### src/rtl/axi_read_arbiter.sv
`default_nettype none
// ============================================================================
// axi_read_arbiter: shares one AXI read master between the IC and DC caches.
// Optional macro AXI_READ_ARB_ROUND_ROBIN_EN selects round-robin (else DC wins).
// Revision: 1.0
// ============================================================================
module axi_read_arbiter #(
    parameter int addr_width = 64,
    parameter int data_width = 64
) (
    input  logic                  clk,
    input  logic                  reset,
    input  logic                  ic_arvalid,
    input  logic [addr_width-1:0] ic_araddr,
    input  logic [7:0]            ic_arlen,
    input  logic [2:0]            ic_arsize,
    input  logic [1:0]            ic_arburst,
    output logic                  ic_arready,
    output logic                  ic_rvalid,
    output logic                  ic_rlast,
    output logic [data_width-1:0] ic_rdata,
    input  logic                  ic_rready,
    input  logic                  dc_arvalid,
    input  logic [addr_width-1:0] dc_araddr,
    input  logic [7:0]            dc_arlen,
    input  logic [2:0]            dc_arsize,
    input  logic [1:0]            dc_arburst,
    output logic                  dc_arready,
    output logic                  dc_rvalid,
    output logic                  dc_rlast,
    output logic [data_width-1:0] dc_rdata,
    input  logic                  dc_rready,
    output logic                  m_axi_arvalid,
    output logic [addr_width-1:0] m_axi_araddr,
    output logic [7:0]            m_axi_arlen,
    output logic [2:0]            m_axi_arsize,
    output logic [1:0]            m_axi_arburst,
    input  logic                  m_axi_arready,
    input  logic                  m_axi_rvalid,
    input  logic                  m_axi_rlast,
    input  logic [data_width-1:0] m_axi_rdata,
    output logic                  m_axi_rready,
    input  logic                  snoop_stall,
    output logic                  instruction_cache_reading,
    output logic                  data_cache_reading,
    output logic                  rlast_error
);

    typedef enum logic [1:0] {
        IDLE = 2'd0,
        ADDR = 2'd1,
        DATA = 2'd2
    } state_t;

    state_t                r_state;
    state_t                w_next;
    logic                  r_owner_dc;
    logic [addr_width-1:0] r_addr;
    logic [7:0]            r_len;
    logic [2:0]            r_size;
    logic [1:0]            r_burst;
    logic [8:0]            r_beat;
    logic                  r_rlast_error;
    logic                  w_grant;
    logic                  w_pick_dc;
    logic                  w_beat;
    logic                  w_len_hit;

`ifdef AXI_READ_ARB_ROUND_ROBIN_EN
    logic r_last_dc;
    // On a tie the requester that did not win last time is chosen.
    assign w_pick_dc = dc_arvalid & (~ic_arvalid | ~r_last_dc);
`else
    assign w_pick_dc = dc_arvalid;
`endif

    assign w_len_hit = (r_beat == {1'b0, r_len});

    always_ff @(posedge clk) begin
        if (reset) begin
            r_state <= IDLE;
        end else begin
            r_state <= w_next;
        end
    end

    always_comb begin
        w_next       = r_state;
        w_grant      = 1'b0;
        w_beat       = 1'b0;
        ic_arready   = 1'b0;
        dc_arready   = 1'b0;
        ic_rvalid    = 1'b0;
        ic_rlast     = 1'b0;
        ic_rdata     = '0;
        dc_rvalid    = 1'b0;
        dc_rlast     = 1'b0;
        dc_rdata     = '0;
        m_axi_arvalid = 1'b0;
        m_axi_rready = 1'b0;
        case (r_state)
            IDLE: begin
                if (!snoop_stall && (ic_arvalid || dc_arvalid)) begin
                    w_grant    = 1'b1;
                    ic_arready = ~w_pick_dc;
                    dc_arready = w_pick_dc;
                    w_next     = ADDR;
                end
            end
            ADDR: begin
                m_axi_arvalid = 1'b1;
                if (m_axi_arready) begin
                    w_next = DATA;
                end
            end
            DATA: begin
                if (r_owner_dc) begin
                    dc_rvalid    = m_axi_rvalid;
                    dc_rlast     = m_axi_rlast;
                    dc_rdata     = m_axi_rdata;
                    m_axi_rready = dc_rready;
                end else begin
                    ic_rvalid    = m_axi_rvalid;
                    ic_rlast     = m_axi_rlast;
                    ic_rdata     = m_axi_rdata;
                    m_axi_rready = ic_rready;
                end
                w_beat = m_axi_rvalid & m_axi_rready;
                if (w_beat && m_axi_rlast) begin
                    w_next = IDLE;
                end
            end
            default: w_next = IDLE;
        endcase
    end

    always_ff @(posedge clk) begin
        if (reset) begin
            r_owner_dc    <= 1'b0;
            r_addr        <= '0;
            r_len         <= '0;
            r_size        <= '0;
            r_burst       <= '0;
            r_beat        <= '0;
            r_rlast_error <= 1'b0;
`ifdef AXI_READ_ARB_ROUND_ROBIN_EN
            r_last_dc     <= 1'b0;
`endif
        end else begin
            if (w_grant) begin
                r_owner_dc <= w_pick_dc;
                r_addr     <= w_pick_dc ? dc_araddr  : ic_araddr;
                r_len      <= w_pick_dc ? dc_arlen   : ic_arlen;
                r_size     <= w_pick_dc ? dc_arsize  : ic_arsize;
                r_burst    <= w_pick_dc ? dc_arburst : ic_arburst;
`ifdef AXI_READ_ARB_ROUND_ROBIN_EN
                r_last_dc  <= w_pick_dc;
`endif
            end
            if (r_state == ADDR && m_axi_arready) begin
                r_beat <= '0;
            end
            if (w_beat) begin
                r_beat <= r_beat + 9'd1;
                // Error when rlast and the final-index beat disagree.
                if (m_axi_rlast != w_len_hit) begin
                    r_rlast_error <= 1'b1;
                end
            end
        end
    end

    assign m_axi_araddr  = r_addr;
    assign m_axi_arlen   = r_len;
    assign m_axi_arsize  = r_size;
    assign m_axi_arburst = r_burst;
    assign rlast_error   = r_rlast_error;
    assign instruction_cache_reading = (r_state != IDLE) & ~r_owner_dc;
    assign data_cache_reading        = (r_state != IDLE) &  r_owner_dc;

endmodule
`default_nettype wire

### config.mk
export PLATFORM = sky130hd
export DESIGN_NAME = axi_read_arbiter
export DESIGN_NICKNAME = d
export VERILOG_FILES = /design/src/rtl/axi_read_arbiter.sv
export SDC_FILE = /design/constraint.sdc
export NUM_CORES = 1
export LEC_CHECK = 0
export CORE_AREA = 10 10 165 167
export CTS_CLUSTER_SIZE = 16
export DETAILED_ROUTE_END_ITERATION = 12
export DIE_AREA = 0 0 175 177
export SYNTH_ARGS = -nofsm -noshare
export SYNTH_HDL_FRONTEND = slang
export SYNTH_SLANG_ARGS = --single-unit
### constraint.sdc
create_clock -name clk -period 1.8 [get_ports clk]
set_clock_uncertainty 0.05 [all_clocks]
set_input_delay 0.45 -clock clk [delete_from_list [all_inputs] [get_ports clk]]
set_output_delay 0.45 -clock clk [all_outputs]
set_load 0.005 [all_outputs]
==> results_dict.tcl <==
set metrics [dict create \
    outcome "finished, violations left" \
    failed_checks "negative setup slack" \
    setup_viol 176 \
    hold_ws_ns 0.443 \
    path_class "reg2out" \
    setup_ws_ns -0.523 \
    path_buf_inv 2 \
    grt-ovfl-total 0 \
    clkLatencyLatePin_ns 0.34 \
    ant_nets 0 \
    globalplace.congestion 0.845 \
    syn-num-nets 822 \
    hold_violations 0 \
    track_usage_pct 15.2 \
    vdd_drop_max_v 0.000421 \
    slew_headroom_pct 58.3 \
    crit_path_cell_trace "nand2b_4 > nor2_4 > buf_4 > and2_1 > clkdlybuf4s50_1" \
    cp_slowest_cell "clkdlybuf4s50_1" \
    min_period_ns 2.32 \
    antenna_found_initial 3 \
    synth_cell_type_count 38 \
    dr.pass1.iters 4 \
    drv_slew 0 \
    finalWirelength_um 29700 \
    setup_tns_ns -47.45 \
    p_sw_share_pct 28.4 \
    cp_data_required_time_ns 1.30 \
    syn_to_final_growth_pct 122 \
    critPathMaxFanout 12 \
    synthTopCellsByArea "dfxtp_1 35%, and2_1 16%, mux2i_1 15%" \
    seqPwrFrac_pct 35.2 \
    io_pins 444 \
    final_cell_area_sq_um 11300 \
    rrSetupSlack_ns -0.15 \
    grt_pass1_vias 5852 \
    cts_buffers 9 \
    hold_path_class "reg2reg" \
    rsz0062_at_grt "yes" \
    p_switching_mw 1.83 \
    root_buffer "clkbuf_16" \
    yosysSeqAreaShare_pct 35.5 \
    fill_cells 2378 \
    cts_num_sinks 90 \
    die_y_um 177 \
    p_int_mw 4.62 \
    yosysTopAreaCell "dfxtp_1" \
    finish.utilization_pct 47.0 \
    initial_core_util_pct 21.2 \
    layout-drive-gt1-share_pct 28.1 \
    placedInstanceArea_sq_um 10000 \
    slowest_delay_ns 0.54 \
    htreeDepth 3 \
    synthCells 593 \
    power_frac_clock_pct 30.2 \
    die_w_um 175 \
    min_period_over_period_pct 129 \
    p_comb_share_pct 34.6 \
    wl_per_cell_um 21.1 \
    die-area_sq_um 31000 \
    power.leakage_nw 4.74 \
    place_ws_ns -0.747 \
    yosysTopAreaCellShare_pct 35.5 \
    critical-path-top-delay-family "buffers and inverters" \
    cp-end-kind "output pin" \
    grt_pass1_wl_um 36400 \
    clk_pin_slew_ns 0.06 \
    num_rows 57 \
    cp.arrival_ns 1.82 \
    yosysWarnings 0 \
    grt_max_degree 98 \
    setup.worst_path.start_class "flop" \
    ys_ff_latch 90 \
    place.port_buffers 443 \
    syn_avg_cell_area_sq_um 8.56 \
    drt_iter0_drc 212 \
    drv_cap 0 \
    final_cell_mix "330 x clkdlybuf4s50_1, 116 x and2_1, 88 x dfxtp_1" \
    timing.fmax_ghz 0.431 \
    cts_tree "done" \
    drcViolationCount 0 \
    hpwl_um 21700 \
    p_per_area_nw_per_um2 573 \
    clock_path_buffers 2 \
    synth_area_sq_um 5080 \
    worst_pin_slew_ns 0.625 \
    nNetsFinal 1307 \
    viasPerCell 4.35 \
    num_vias 6123 \
    core_sq_um 24000 \
    final_common_cell "clkdlybuf4s50_1" \
]
==> worst paths after layout <==
check                         from                to  cells after the start
setup reg to reg        r_state[1]  m_axi_araddr[15]                      9
setup / recovery        r_state[0]      dc_rdata[60]                      5
hold reg to reg   m_axi_araddr[63]  m_axi_araddr[63]                      2
hold / removal    m_axi_araddr[63]  m_axi_araddr[63]                      2
==> state kept, by name, indices dropped and copies added, names as in the netlist <==
name,flops
m_axi_araddr,64
m_axi_arburst,2
m_axi_arlen,8
m_axi_arsize,3
r_beat,9
r_owner_dc,1
r_state,2
rlast_error,1
==> power groups by stage <==
stage / clock network, mW / registers (mW) / logic (mW)
after floorplan: 0 / 2.31 / 0.575
after global placement: 0 / 2.30 / 1.75
after detailed placement: 0 / 2.30 / 1.76
after CTS: 2.03 / 2.26 / 1.76
after global routing: 2.11 / 2.30 / 2.38
final: 1.95 / 2.27 / 2.23
==> Yosys cell counts, drive strengths merged <==
library cell and number:
and2 132, nor2 93, dfxtp 90, mux2i 78
a211oi 77, buf 33, clkbuf 20, a21oi 8
nand2 8, xor2 8, nor3 6, nor4 6
mux2 4, inv 3, nand3 3, nand3b 3
a311oi 2, and3b 2, nand2b 2, nand4 2
o21ai 2, a31o 1, and4 1, ha 1
nand4b 1, nor2b 1, nor3b 1, o211ai 1
o22ai 1, or3 1, or4 1, xnor2 1
==> area by class of cell <==
cell class                 count  area [sq um]  area share [%]
antenna                        2          5.00          0.0444
clock buffer                   9           225            2.00
clock inverter                 7          76.3           0.677
inverter                       3          11.3          0.0999
multi-input combinational    447          3420            30.3
sequential                    90          1810            16.0
tap                          324           405            3.60
timing repair buffer         527          5330            47.2
==> cells by family after synthesis <==
group	after synthesis	share of synthesized area, %
AND/OR/NAND/NOR	263	27.8
AO/OA/AOI/OAI	92	13.2
flip-flops	90	35.5
multiplexers	82	16.3
buffers and inverters	56	5.47
XOR/XNOR	9	1.55
adder cells (fa/ha/maj)	1	0.246
==> per-layer routing <==
metal / part of all wire, % / global-route usage (%)
met4: 1.2 / 3.67
met1: 38 / 15.4
met2: 54 / 28.8
met5: 0 / 0
met3: 7.1 / 5.91
==> worst reg2reg max path: stages (launching register included) <==
cell and delay (ns):
dfxtp_4 0.36, buf_6 0.12, buf_6 0.11, nor4_4 0.39, buf_4 0.18, buf_4 0.11
clkbuf_16 0.14, buf_4 0.15, nor2_1 0.04, a211oi_1 0.21
==> metrics by stage <==
stage          instances  power (mW)
6_report            1409        6.46
3_5_place_dp        1342        4.06
5_1_grt             1409        6.79
2_1_floorplan        593        2.89
4_1_cts             1359        6.05
3_3_place_gp        1342        4.05
==> what timing repair did <==
action	4_1_cts	5_1_grt
cloned	0	24
endpoints found under the setup margin	214	225
pin swaps	2	41
setup buffers	1	25
hold buffers	0	0
resized for setup	158	313
Note: power is estimated with default switching activity, not from simulation.
